[src/rtl/bsg_dram_channel_requester.sv]
// ---------------------------------------------------------------------------
// bsg_dram_channel_requester
//
// Initiator side of one test-DRAM channel. A client hands over one read or
// write command at a time on a valid/ready port. The command is registered
// and presented to the channel's request port, and for writes also to its
// write-data port, until both handshakes complete. Read beats come back from
// the channel with no backpressure. They are parked in a return FIFO and
// handed to the client in request order.
//
// A credit counter ("outstanding") counts reads issued to the channel that
// the client has not yet consumed. New reads are refused once it reaches
// max_outstanding_p. Because the FIFO has that many slots, every legal
// returned beat is guaranteed a slot.
//
// Parameters
//   channel_addr_width_p : channel address width, in data words
//   data_width_p         : data word width
//   max_outstanding_p    : read credit limit and return FIFO depth (>= 1)
//
// Ports
//   clk_i, reset_i          : clock; asynchronous active-high reset
//   cmd_v_i / cmd_ready_o   : client command handshake
//   cmd_write_not_read_i    : 1 = write, 0 = read
//   cmd_addr_i, cmd_data_i  : command address and write data
//   resp_v_o, resp_data_o   : head of the read-return FIFO
//   resp_yumi_i             : client pops the FIFO head
//   dram_v_o, dram_write_not_read_o, dram_ch_addr_o, dram_yumi_i
//                           : channel request port
//   dram_data_v_o, dram_data_o, dram_data_yumi_i
//                           : channel write-data port
//   dram_data_v_i, dram_data_i
//                           : channel read-return port (no backpressure)
//   idle_o                  : no command in progress, no reads outstanding,
//                             FIFO empty
//
// Build option
//   BSG_DRAM_CHANNEL_REQUESTER_ASSERT_EN : when defined, simulation-only
//   protocol checks report misuse with $error. Behaviour is unchanged.
// ---------------------------------------------------------------------------
module bsg_dram_channel_requester #(
    parameter int channel_addr_width_p = 16,
    parameter int data_width_p         = 32,
    parameter int max_outstanding_p    = 4
) (
    input  logic                            clk_i,
    input  logic                            reset_i,

    input  logic                            cmd_v_i,
    input  logic                            cmd_write_not_read_i,
    input  logic [channel_addr_width_p-1:0] cmd_addr_i,
    input  logic [data_width_p-1:0]         cmd_data_i,
    output logic                            cmd_ready_o,

    output logic                            resp_v_o,
    output logic [data_width_p-1:0]         resp_data_o,
    input  logic                            resp_yumi_i,

    output logic                            dram_v_o,
    output logic                            dram_write_not_read_o,
    output logic [channel_addr_width_p-1:0] dram_ch_addr_o,
    input  logic                            dram_yumi_i,

    output logic                            dram_data_v_o,
    output logic [data_width_p-1:0]         dram_data_o,
    input  logic                            dram_data_yumi_i,

    input  logic                            dram_data_v_i,
    input  logic [data_width_p-1:0]         dram_data_i,

    output logic                            idle_o
);

    localparam int count_width_lp = $clog2(max_outstanding_p + 1);
    localparam int ptr_width_lp   = (max_outstanding_p > 1) ? $clog2(max_outstanding_p) : 1;

    localparam logic [count_width_lp-1:0] max_count_lp = count_width_lp'(max_outstanding_p);
    localparam logic [ptr_width_lp-1:0]   last_ptr_lp  = ptr_width_lp'(max_outstanding_p - 1);

    typedef enum logic {
        e_idle,
        e_issue
    } state_e;

    // -----------------------------------------------------------------------
    // State
    // -----------------------------------------------------------------------
    state_e                            state_r;
    logic                              write_r;
    logic [channel_addr_width_p-1:0]   addr_r;
    logic [data_width_p-1:0]           data_r;
    // Request and write-data valids. Each one is the inverse of its
    // "done" flag while in ISSUE and drops on its own handshake.
    logic                              dram_v_r;
    logic                              dram_data_v_r;

    logic [count_width_lp-1:0]         outstanding_r;
    logic [count_width_lp-1:0]         fifo_count_r;
    logic [ptr_width_lp-1:0]           wr_ptr_r;
    logic [ptr_width_lp-1:0]           rd_ptr_r;
    logic [data_width_p-1:0]           fifo_mem [max_outstanding_p];

    // -----------------------------------------------------------------------
    // Handshake decode
    // -----------------------------------------------------------------------
    logic cmd_accept;
    logic req_fire;
    logic read_issued;
    logic issue_done;
    logic resp_pop;
    logic fifo_full;
    logic beat_push;

    // Hold cmd_ready_o low while reset is asserted. The FSM already sits in
    // IDLE then, so without this gate a write would look acceptable.
    assign cmd_ready_o = ~reset_i
                       & (state_r == e_idle)
                       & (cmd_write_not_read_i | (outstanding_r < max_count_lp));

    assign cmd_accept  = cmd_v_i & cmd_ready_o;
    assign req_fire    = dram_v_r & dram_yumi_i;
    assign read_issued = req_fire & ~write_r;

    // Both handshakes are either already complete or completing this cycle.
    // They may arrive in either order or together.
    assign issue_done  = (state_r == e_issue)
                       & (~dram_v_r      | dram_yumi_i)
                       & (~dram_data_v_r | dram_data_yumi_i);

    // A yumi without a valid response is ignored rather than corrupting state.
    assign resp_pop    = resp_v_o & resp_yumi_i;
    assign fifo_full   = (fifo_count_r == max_count_lp);

    // A beat is taken only if a read is outstanding and a slot is free, or
    // is being freed this cycle. Any other beat is dropped with no state change.
    assign beat_push   = dram_data_v_i
                       & (outstanding_r != '0)
                       & (~fifo_full | resp_pop);

    function automatic logic [ptr_width_lp-1:0] ptr_inc(input logic [ptr_width_lp-1:0] p);
        return (p == last_ptr_lp) ? '0 : p + ptr_width_lp'(1);
    endfunction

    // -----------------------------------------------------------------------
    // Command FSM
    // -----------------------------------------------------------------------
    // NOTE: every clocked block uses non-blocking assignments only, so all
    // registers sample the pre-edge values of one another.
    always_ff @(posedge clk_i or posedge reset_i) begin
        if (reset_i) begin
            state_r       <= e_idle;
            write_r       <= 1'b0;
            addr_r        <= '0;
            data_r        <= '0;
            dram_v_r      <= 1'b0;
            dram_data_v_r <= 1'b0;
        end else begin
            unique case (state_r)
                e_idle: begin
                    if (cmd_accept) begin
                        state_r       <= e_issue;
                        write_r       <= cmd_write_not_read_i;
                        addr_r        <= cmd_addr_i;
                        data_r        <= cmd_data_i;
                        dram_v_r      <= 1'b1;
                        // A read has no data phase, so it starts with data done.
                        dram_data_v_r <= cmd_write_not_read_i;
                    end
                end
                e_issue: begin
                    if (dram_yumi_i)      dram_v_r      <= 1'b0;
                    if (dram_data_yumi_i) dram_data_v_r <= 1'b0;
                    if (issue_done)       state_r       <= e_idle;
                end
                default: state_r <= e_idle;
            endcase
        end
    end

    // -----------------------------------------------------------------------
    // Read credit counter: reads issued to the channel and not yet consumed
    // -----------------------------------------------------------------------
    always_ff @(posedge clk_i or posedge reset_i) begin
        if (reset_i) begin
            outstanding_r <= '0;
        end else begin
            unique case ({read_issued, resp_pop})
                2'b10:   outstanding_r <= outstanding_r + count_width_lp'(1);
                2'b01:   if (outstanding_r != '0) outstanding_r <= outstanding_r - count_width_lp'(1);
                default: outstanding_r <= outstanding_r;
            endcase
        end
    end

    // -----------------------------------------------------------------------
    // Read-return FIFO (no bypass: a beat is visible the cycle after it lands)
    // -----------------------------------------------------------------------
    always_ff @(posedge clk_i or posedge reset_i) begin
        if (reset_i) begin
            wr_ptr_r     <= '0;
            rd_ptr_r     <= '0;
            fifo_count_r <= '0;
        end else begin
            if (beat_push) wr_ptr_r <= ptr_inc(wr_ptr_r);
            if (resp_pop)  rd_ptr_r <= ptr_inc(rd_ptr_r);
            unique case ({beat_push, resp_pop})
                2'b10:   fifo_count_r <= fifo_count_r + count_width_lp'(1);
                2'b01:   fifo_count_r <= fifo_count_r - count_width_lp'(1);
                default: fifo_count_r <= fifo_count_r;
            endcase
        end
    end

    // NOTE: the storage array has no reset. Its contents are only observed
    // behind fifo_count_r, which is reset, so clearing it would buy nothing.
    always_ff @(posedge clk_i) begin
        if (beat_push) fifo_mem[wr_ptr_r] <= dram_data_i;
    end

    // -----------------------------------------------------------------------
    // Outputs
    // -----------------------------------------------------------------------
    assign dram_v_o              = dram_v_r;
    assign dram_write_not_read_o = write_r;
    assign dram_ch_addr_o        = addr_r;
    assign dram_data_v_o         = dram_data_v_r;
    assign dram_data_o           = data_r;

    assign resp_v_o              = (fifo_count_r != '0);
    assign resp_data_o           = fifo_mem[rd_ptr_r];

    assign idle_o                = (state_r == e_idle)
                                 & (outstanding_r == '0)
                                 & (fifo_count_r == '0);

    // -----------------------------------------------------------------------
    // Protocol checks (simulation only)
    // -----------------------------------------------------------------------
`ifdef BSG_DRAM_CHANNEL_REQUESTER_ASSERT_EN
    always @(posedge clk_i) begin
        if (!reset_i) begin
            if (dram_data_v_i && (outstanding_r == '0))
                $error("[%0t] %m: read beat returned with no read outstanding; beat dropped", $time);
            else if (dram_data_v_i && fifo_full && !resp_pop)
                $error("[%0t] %m: read beat returned into a full FIFO; beat dropped", $time);
            if (resp_yumi_i && !resp_v_o)
                $error("[%0t] %m: resp_yumi_i asserted without resp_v_o", $time);
            if (dram_yumi_i && !dram_v_o)
                $error("[%0t] %m: dram_yumi_i asserted without dram_v_o", $time);
            if (dram_data_yumi_i && !dram_data_v_o)
                $error("[%0t] %m: dram_data_yumi_i asserted without dram_data_v_o", $time);
        end
    end
`endif

endmodule

[config.mk]
export PLATFORM = sky130hd
export DESIGN_NAME = bsg_dram_channel_requester
export DESIGN_NICKNAME = d
export VERILOG_FILES = /design/src/rtl/bsg_dram_channel_requester.sv
export SDC_FILE = /design/constraint.sdc
export NUM_CORES = 1
export LEC_CHECK = 0
export ABC_AREA = 1
export CORE_MARGIN = 3
export CORE_UTILIZATION = 50
export DETAILED_ROUTE_END_ITERATION = 7
export PLACE_DENSITY = 0.8
export REMOVE_ABC_BUFFERS = 1
export SYNTH_ARGS = -nofsm -noshare
export SYNTH_HDL_FRONTEND = slang
export SYNTH_SLANG_ARGS = --single-unit
[constraint.sdc]
create_clock -name clk_i -period 3.1 [get_ports clk_i]
set_input_delay 0.62 -clock clk_i [delete_from_list [all_inputs] [get_ports clk_i]]
set_output_delay 0.62 -clock clk_i [all_outputs]
set_load 0.005 [all_outputs]
; ---- Word level (Yosys, flattened, before mapping)
; Memory sizes are Yosys's and may differ from the RTL's.
; Index checks and enable logic that the tools add are counted.
[classes]
n_addsub = 6
mul = 0
div = 0
magnitude_cmp = 1
n_eq_ne = 11
shifts = 0
n_mux = 16
n_bitwise = 22
reduce_logical = 10
[ops]
columns = op, n
row1 = $and A1 B1 Y1, 12
row2 = $pmux W3 S2, 2
row3 = $eq A2 B2 Y1 const B, 4
row4 = $mux W1, 8
row5 = $ne A2 B2 Y1 const B, 4
row6 = $reduce_and A2 Y1, 4
row7 = $add A3 B1 Y3 const B, 2
row8 = $logic_not A3 Y1, 2
row9 = $not A1 Y1, 6
row10 = $pmux W1 S2, 3
row11 = $reduce_bool A3 Y1, 2
row12 = $sub A3 B1 Y3 const B, 2
row13 = $add A2 B1 Y2 const B, 2
row14 = $eq A2 B1 Y1 const B, 2
row15 = $mux W2, 2
row16 = $or A1 B1 Y1, 4
row17 = $reduce_bool A2 Y1, 2
row18 = $eq A3 B3 Y1 const B, 1
row19 = $lt A3 B3 Y1 const B, 1
row20 = $mux W3, 1
[totals]
regBits = 62
latchBits = 0
mem_bits_rw = 128
rom_bits = 0
inputBits = 88
elab_cells = 77
memories = 1
[mem_list]
columns = name, depth, word_bits, rd, rd_ports_with_merged_regs, write_ports, line
row1 = fifo_mem, 4, 32, 1, 0, 1, 101  ; logic [data_width_p-1:0] fifo_mem [max_outstanding_p];

; ---- Logic depth before layout (Yosys ltp)
[logic_depth]
depth_word = 6
depth_mapped = 11

; ---- Worst setup path before layout
; No wires, ideal clock.
[synth_path]
path_type = in2reg
from = input port resp_yumi_i
to = memory fifo_mem[0][0], enable pin
setup_ps = 421
t_arrival_ps = 2281
setup_slack_ps = 398
cell_stages = 4
n_path_buf = 0
cell_sequence = nand2_2 -> nand3_1 -> nand3_2 -> nor2_1
[synth_via]
elab_chain_cells = 5
[synth_rtl]
columns = item, line
row1 = "start, declared", 57  ; input logic resp_yumi_i,
row2 = $and A1 B1 Y1, 131  ; assign resp_pop = resp_v_o & resp_yumi_i;
row3 = $or A1 B1 Y1, 138  ; & (~fifo_full | resp_pop);
row4 = $and A1 B1 Y1, 138
row5 = $mux W1, 217  ; if (beat_push) fifo_mem[wr_ptr_r] <= dram_data_i;
row6 = $mux W1 (implied by the code), 217
row7 = "end, declared", 101
; Every way passes these cells.

; ---- Worst setup path after layout
[layout_path]
from = register rd_ptr_r[0]
to = output port resp_data_o[16]
[layout_via]
elab_chain_cells = 1
[layout_rtl]
columns = item, line
row1 = "start, declared", 100  ; logic [ptr_width_lp-1:0] rd_ptr_r;
row2 = "start signal, assigned", 205  ; if (resp_pop) rd_ptr_r <= ptr_inc(rd_ptr_r);
row3 = $mem_v2 Z4 W32, -
row4 = "end, declared", 56  ; output logic [data_width_p-1:0] resp_data_o,
; Every way passes these cells.

==> results.txt <==
The fraction of met2 tracks used by global routing came out at 35.03%. Counting the buffers created by CTS gives 17. For this design, the slowest cell found on the critical path is sky130_fd_sc_hd__dfrtp_4. The total vias in the final route came out at 5217. The run finished with clean final reports. The critical path depth in cells is 4. The proportion of layout cells with a drive suffix above 1 came out at 7.721%. The total count of hold-check failures in the final report is 0. The setup slack of the worst register-to-register path came out at around 1100 ps. The total non-filler cell area in the finished layout came out at 9918 um^2. The final sum of negative setup slack is 0 ps. The length of the first detailed-routing pass in iterations is 5.

The share of async-settable or async-resettable flops after synthesis came out at 32.63%. Measured along the x axis, the die boundary spans 127.6 um. The wire length of the first global-routing pass came out at 27.19 mm. Dividing the final minimum period by the clock period gives 96.33%.

In the synthesized netlist the dominant register cell turns out to be sky130_fd_sc_hd__edfxtp_1. The clock insertion delay at the later pin of the skew report came out at 420 ps. The total area inside the core boundary comes to between 10000 and 15000 um^2. The worst min-delay path class is reg2reg. The cell area after placement came out at 9313 um^2. The shortest clock period the worst path allows after layout is 2986 ps. The number of violations reported at the end of detailed-routing iteration 0 is 483. STA classifies the critical path startpoint as a flip-flop.

STA classifies the critical path endpoint as an output pin. The number of enable flip-flop cells after synthesis came out at 128. The count of final max-slew check failures is 0.

Traced cell by cell, the critical path runs through buf_4 > o21ai_0 > o22ai_1 > clkdlybuf4s50_1. Setup repair after global routing left no endpoint under its margin. Ranked by total cell area, the synthesized netlist is headed by sky130_fd_sc_hd__edfxtp_1 52%, sky130_fd_sc_hd__dfrtp_1 21%, sky130_fd_sc_hd__nand2_1 8.3%. The total buffers and inverters traversed by the critical path is 2. The via count of the first global-routing pass came out at about 5500. The number of buffers added to fix hold violations after cts came out at 0. The routing usage on met3 came out at 7.943%.

The pin count of the biggest net entering global routing is 63. TritonCTS built the clock tree. For this run, the top clock speed supported by timing is about 330 MHz. The die covers between 15000 and 20000 um^2. The count of endpoints failing setup in the final report came out at 0.

In this run the critical register-to-register path is launched from fifo_count_r[0]$_DFFE_PP0P_. The residual DRC count is 0. The number of fill cells in the layout is 972. The initial antenna violation count came out at 0. By count the netlist is led by 163 x sky130_fd_sc_hd__nand2_1, 128 x sky130_fd_sc_hd__edfxtp_1, 69 x sky130_fd_sc_hd__nor2_1. The global routing's busiest layer is met2.

The power density relative to cell area came out at 958.8 nW/um^2. The core occupancy in the finished layout is about 70%. For met1 alone, demand over resource in global routing was 26.30%. The static leakage is about 3.9 nW. The instance count after placement with tap cells included came out at 951.

The final cell count without fillers came out at 984. The largest total area in the synthesized netlist belongs to sky130_fd_sc_hd__edfxtp_1. The number of clock sinks came out at 190. The floorplan has 43 rows.

The flip-flop and latch count after synthesis is 190. The count of nets left with antenna violations once routing finished came out at 0. Measured along the y axis, the die boundary spans ~130 um. The critical path ends at resp_data_o[16].

In this run the worst setup path begins at rd_ptr_r[0]$_DFFE_PP0P_. The tool flagged a number of max-cap violations equal to 0. Data arrives at the worst endpoint at 2370 ps.

The stage delay of the slowest cell on the critical path came out at about 610 ps. Each instance of the synthesized netlist takes up on average 12.01 um^2. The detail-routed net length per standard cell is roughly 17 um. The post-detailed-routing wire length came out at 16.81 mm. The number of vias per cell is 5.302. Detailed placement finished with a half-perimeter wire length of 11.15 mm.

The share of synthesized area in the top cell type comes to 52.02%. The initial utilization of the core area, before any placement, comes to 52.22%. The number of H-tree levels is 4. The worst reg2reg path depth is 11. The Yosys warning count came out at 0. The maximum number of buffers from clock root to sink came out at 2. The aggregate global routing overflow came out at 0. The hold path depth came out at 2. The actual transition at the worst max-transition pin is 766.6 ps. The distinct cell type count after synthesis is 28. Synthesis produced a netlist whose cell count is 615. The relative slew slack came out at roughly 50%. The post-synthesis to final-layout area growth is 34.24%.

The number of buffers inserted to repair setup after CTS is 0. At the end of routability-driven placement, the weighted congestion stood at 0.8182. Broken down by cell family, the worst path's largest delay share belongs to buffers and inverters. The worst-case IR drop observed on VDD is 0.4857 mV. The required time of the critical path came out at roughly 2500 ps. The endpoint identified for the worst register-to-register timing path is fifo_count_r[2]$_DFFE_PP0P_. The clock tree root driver cell is sky130_fd_sc_hd__clkbuf_16. The largest fanout on the critical path is 38.

The number of buffers inserted by port buffering is ~170. Of the synthesized area, sequential elements account for 73.02%. Between clock sinks in the finished design, the worst skew comes to roughly 10 ps.

In the post-synthesis netlist, the cell with the most instances is sky130_fd_sc_hd__nand2_1. Global routing consumed, over all layers together, 21.45% of the routing resources. The critical path is of the reg2out type. The clock-pin slew reported for the worst setup and hold paths after clock tree synthesis came out at 60 ps.

The total number of nets in the final design came out at between 800 and 900. 174 I/O pins were placed. In this run the cell area of the synthesized design comes to between 7000 and 8000 um^2.
## worst reg2reg max path, delay by kind of cell (launching register included)
kind | cells | cell delay [ps]
AND/OR/NAND/NOR | 5 | 530
AO/OA/AOI/OAI | 2 | 250
XOR/XNOR | 1 | 150
buffers and inverters | 1 | 70
flip-flops | 1 | 410
adder cells (fa/ha/maj) | 2 | 530
## area by class of cell
type | instances | area, um^2 | area share [%]
timing repair buffer | 186 | 1842 | 18.57
antenna | 1 | 2.502 | 0.02523
multi-input combinational | 367 | 1742 | 17.56
clock inverter | 11 | 140.1 | 1.413
inverter | 28 | 107.6 | 1.085
clock buffer | 21 | 460.4 | 4.642
sequential | 190 | 5399 | 54.43
tap | 180 | 225.2 | 2.271
## logic make-up (layout without fill, tap and decap cells)
group	Yosys count	after routing	share of synthesized area, %
flip-flops	190	190	73.02
adder cells (fa/ha/maj)	8	8	1.558
other	0	1	0
buffers and inverters	58	246	3.810
AND/OR/NAND/NOR	247	247	13.26
AO/OA/AOI/OAI	109	109	7.993
XOR/XNOR	3	3	0.3557
## per-stage QoR
| step | worst slack [ps] | hold slack (ps) | power (mW) |
|---|---|---|---|
| 2_1_floorplan | 293.5 | 441.6 | 5.279 |
| 3_3_place_gp | 572.0 | 456.3 | 7.222 |
| 3_5_place_dp | 471.5 | 465.5 | 7.370 |
| 4_1_cts | 11.64 | 486.7 | 9.589 |
| 5_1_grt | 9.580 | 494.0 | 10.09 |
| 6_report | 113.7 | 480.2 | 9.510 |
## power breakdown
part / switching (mW) / internal [mW]
clock: 0.884 / 1.31
combinational: 1.72 / 1.77
sequential: 0.381 / 3.45
total: 2.98 / 6.53
## registers in the layout, summed over array words and instances, names as in the netlist
register / count
dram_data_o: 32
dram_v_o: 1
state_r: 1
dram_ch_addr_o: 16
outstanding_r: 3
rd_ptr_r: 2
dram_write_not_read_o: 1
fifo_mem: 128
wr_ptr_r: 2
fifo_count_r: 3
dram_data_v_o: 1
## cell usage in the layout (no fill, tap or decap), types with 5 or more instances in the layout
master	instances
sky130_fd_sc_hd__clkbuf_16	17
sky130_fd_sc_hd__inv_1	22
sky130_fd_sc_hd__nor2_1	65
sky130_fd_sc_hd__edfxtp_1	128
sky130_fd_sc_hd__dfrtp_1	61
sky130_fd_sc_hd__clkdlybuf4s50_1	173
sky130_fd_sc_hd__ha_1	6
sky130_fd_sc_hd__nand3_1	5
sky130_fd_sc_hd__o21ai_1	25
sky130_fd_sc_hd__nor2_4	5
sky130_fd_sc_hd__buf_4	12
sky130_fd_sc_hd__o22ai_1	33
sky130_fd_sc_hd__o21ai_0	48
sky130_fd_sc_hd__inv_2	5
sky130_fd_sc_hd__nand2_1	163
## metal layers
metal / routed length [um] / part of all wire (%)
met5: 0 / 0
met4: 277 / 1.6
met3: 1678 / 10
met2: 8261 / 49
met1: 6592 / 39
## worst min path at each step
stage | startpoint | end | slack (ps)
final | dram_ch_addr_o[0]$_DFFE_PP0P_ | dram_ch_addr_o[0]$_DFFE_PP0P_ | 480
after detailed placement | outstanding_r[0]$_DFFE_PP0P_ | outstanding_r[0]$_DFFE_PP0P_ | 470
after floorplan | outstanding_r[0]$_DFFE_PP0P_ | outstanding_r[0]$_DFFE_PP0P_ | 440
after CTS | outstanding_r[0]$_DFFE_PP0P_ | outstanding_r[0]$_DFFE_PP0P_ | 490
after global routing | outstanding_r[0]$_DFFE_PP0P_ | outstanding_r[0]$_DFFE_PP0P_ | 490
after global placement | outstanding_r[0]$_DFFE_PP0P_ | outstanding_r[0]$_DFFE_PP0P_ | 460
## what timing repair did
item | 4_1_cts | 5_1_grt
endpoints found under the setup margin | 0 | 21
resized for setup | 0 | 1
endpoints found under the hold margin | 0 | 0
(Power assumes the default switching activity.)
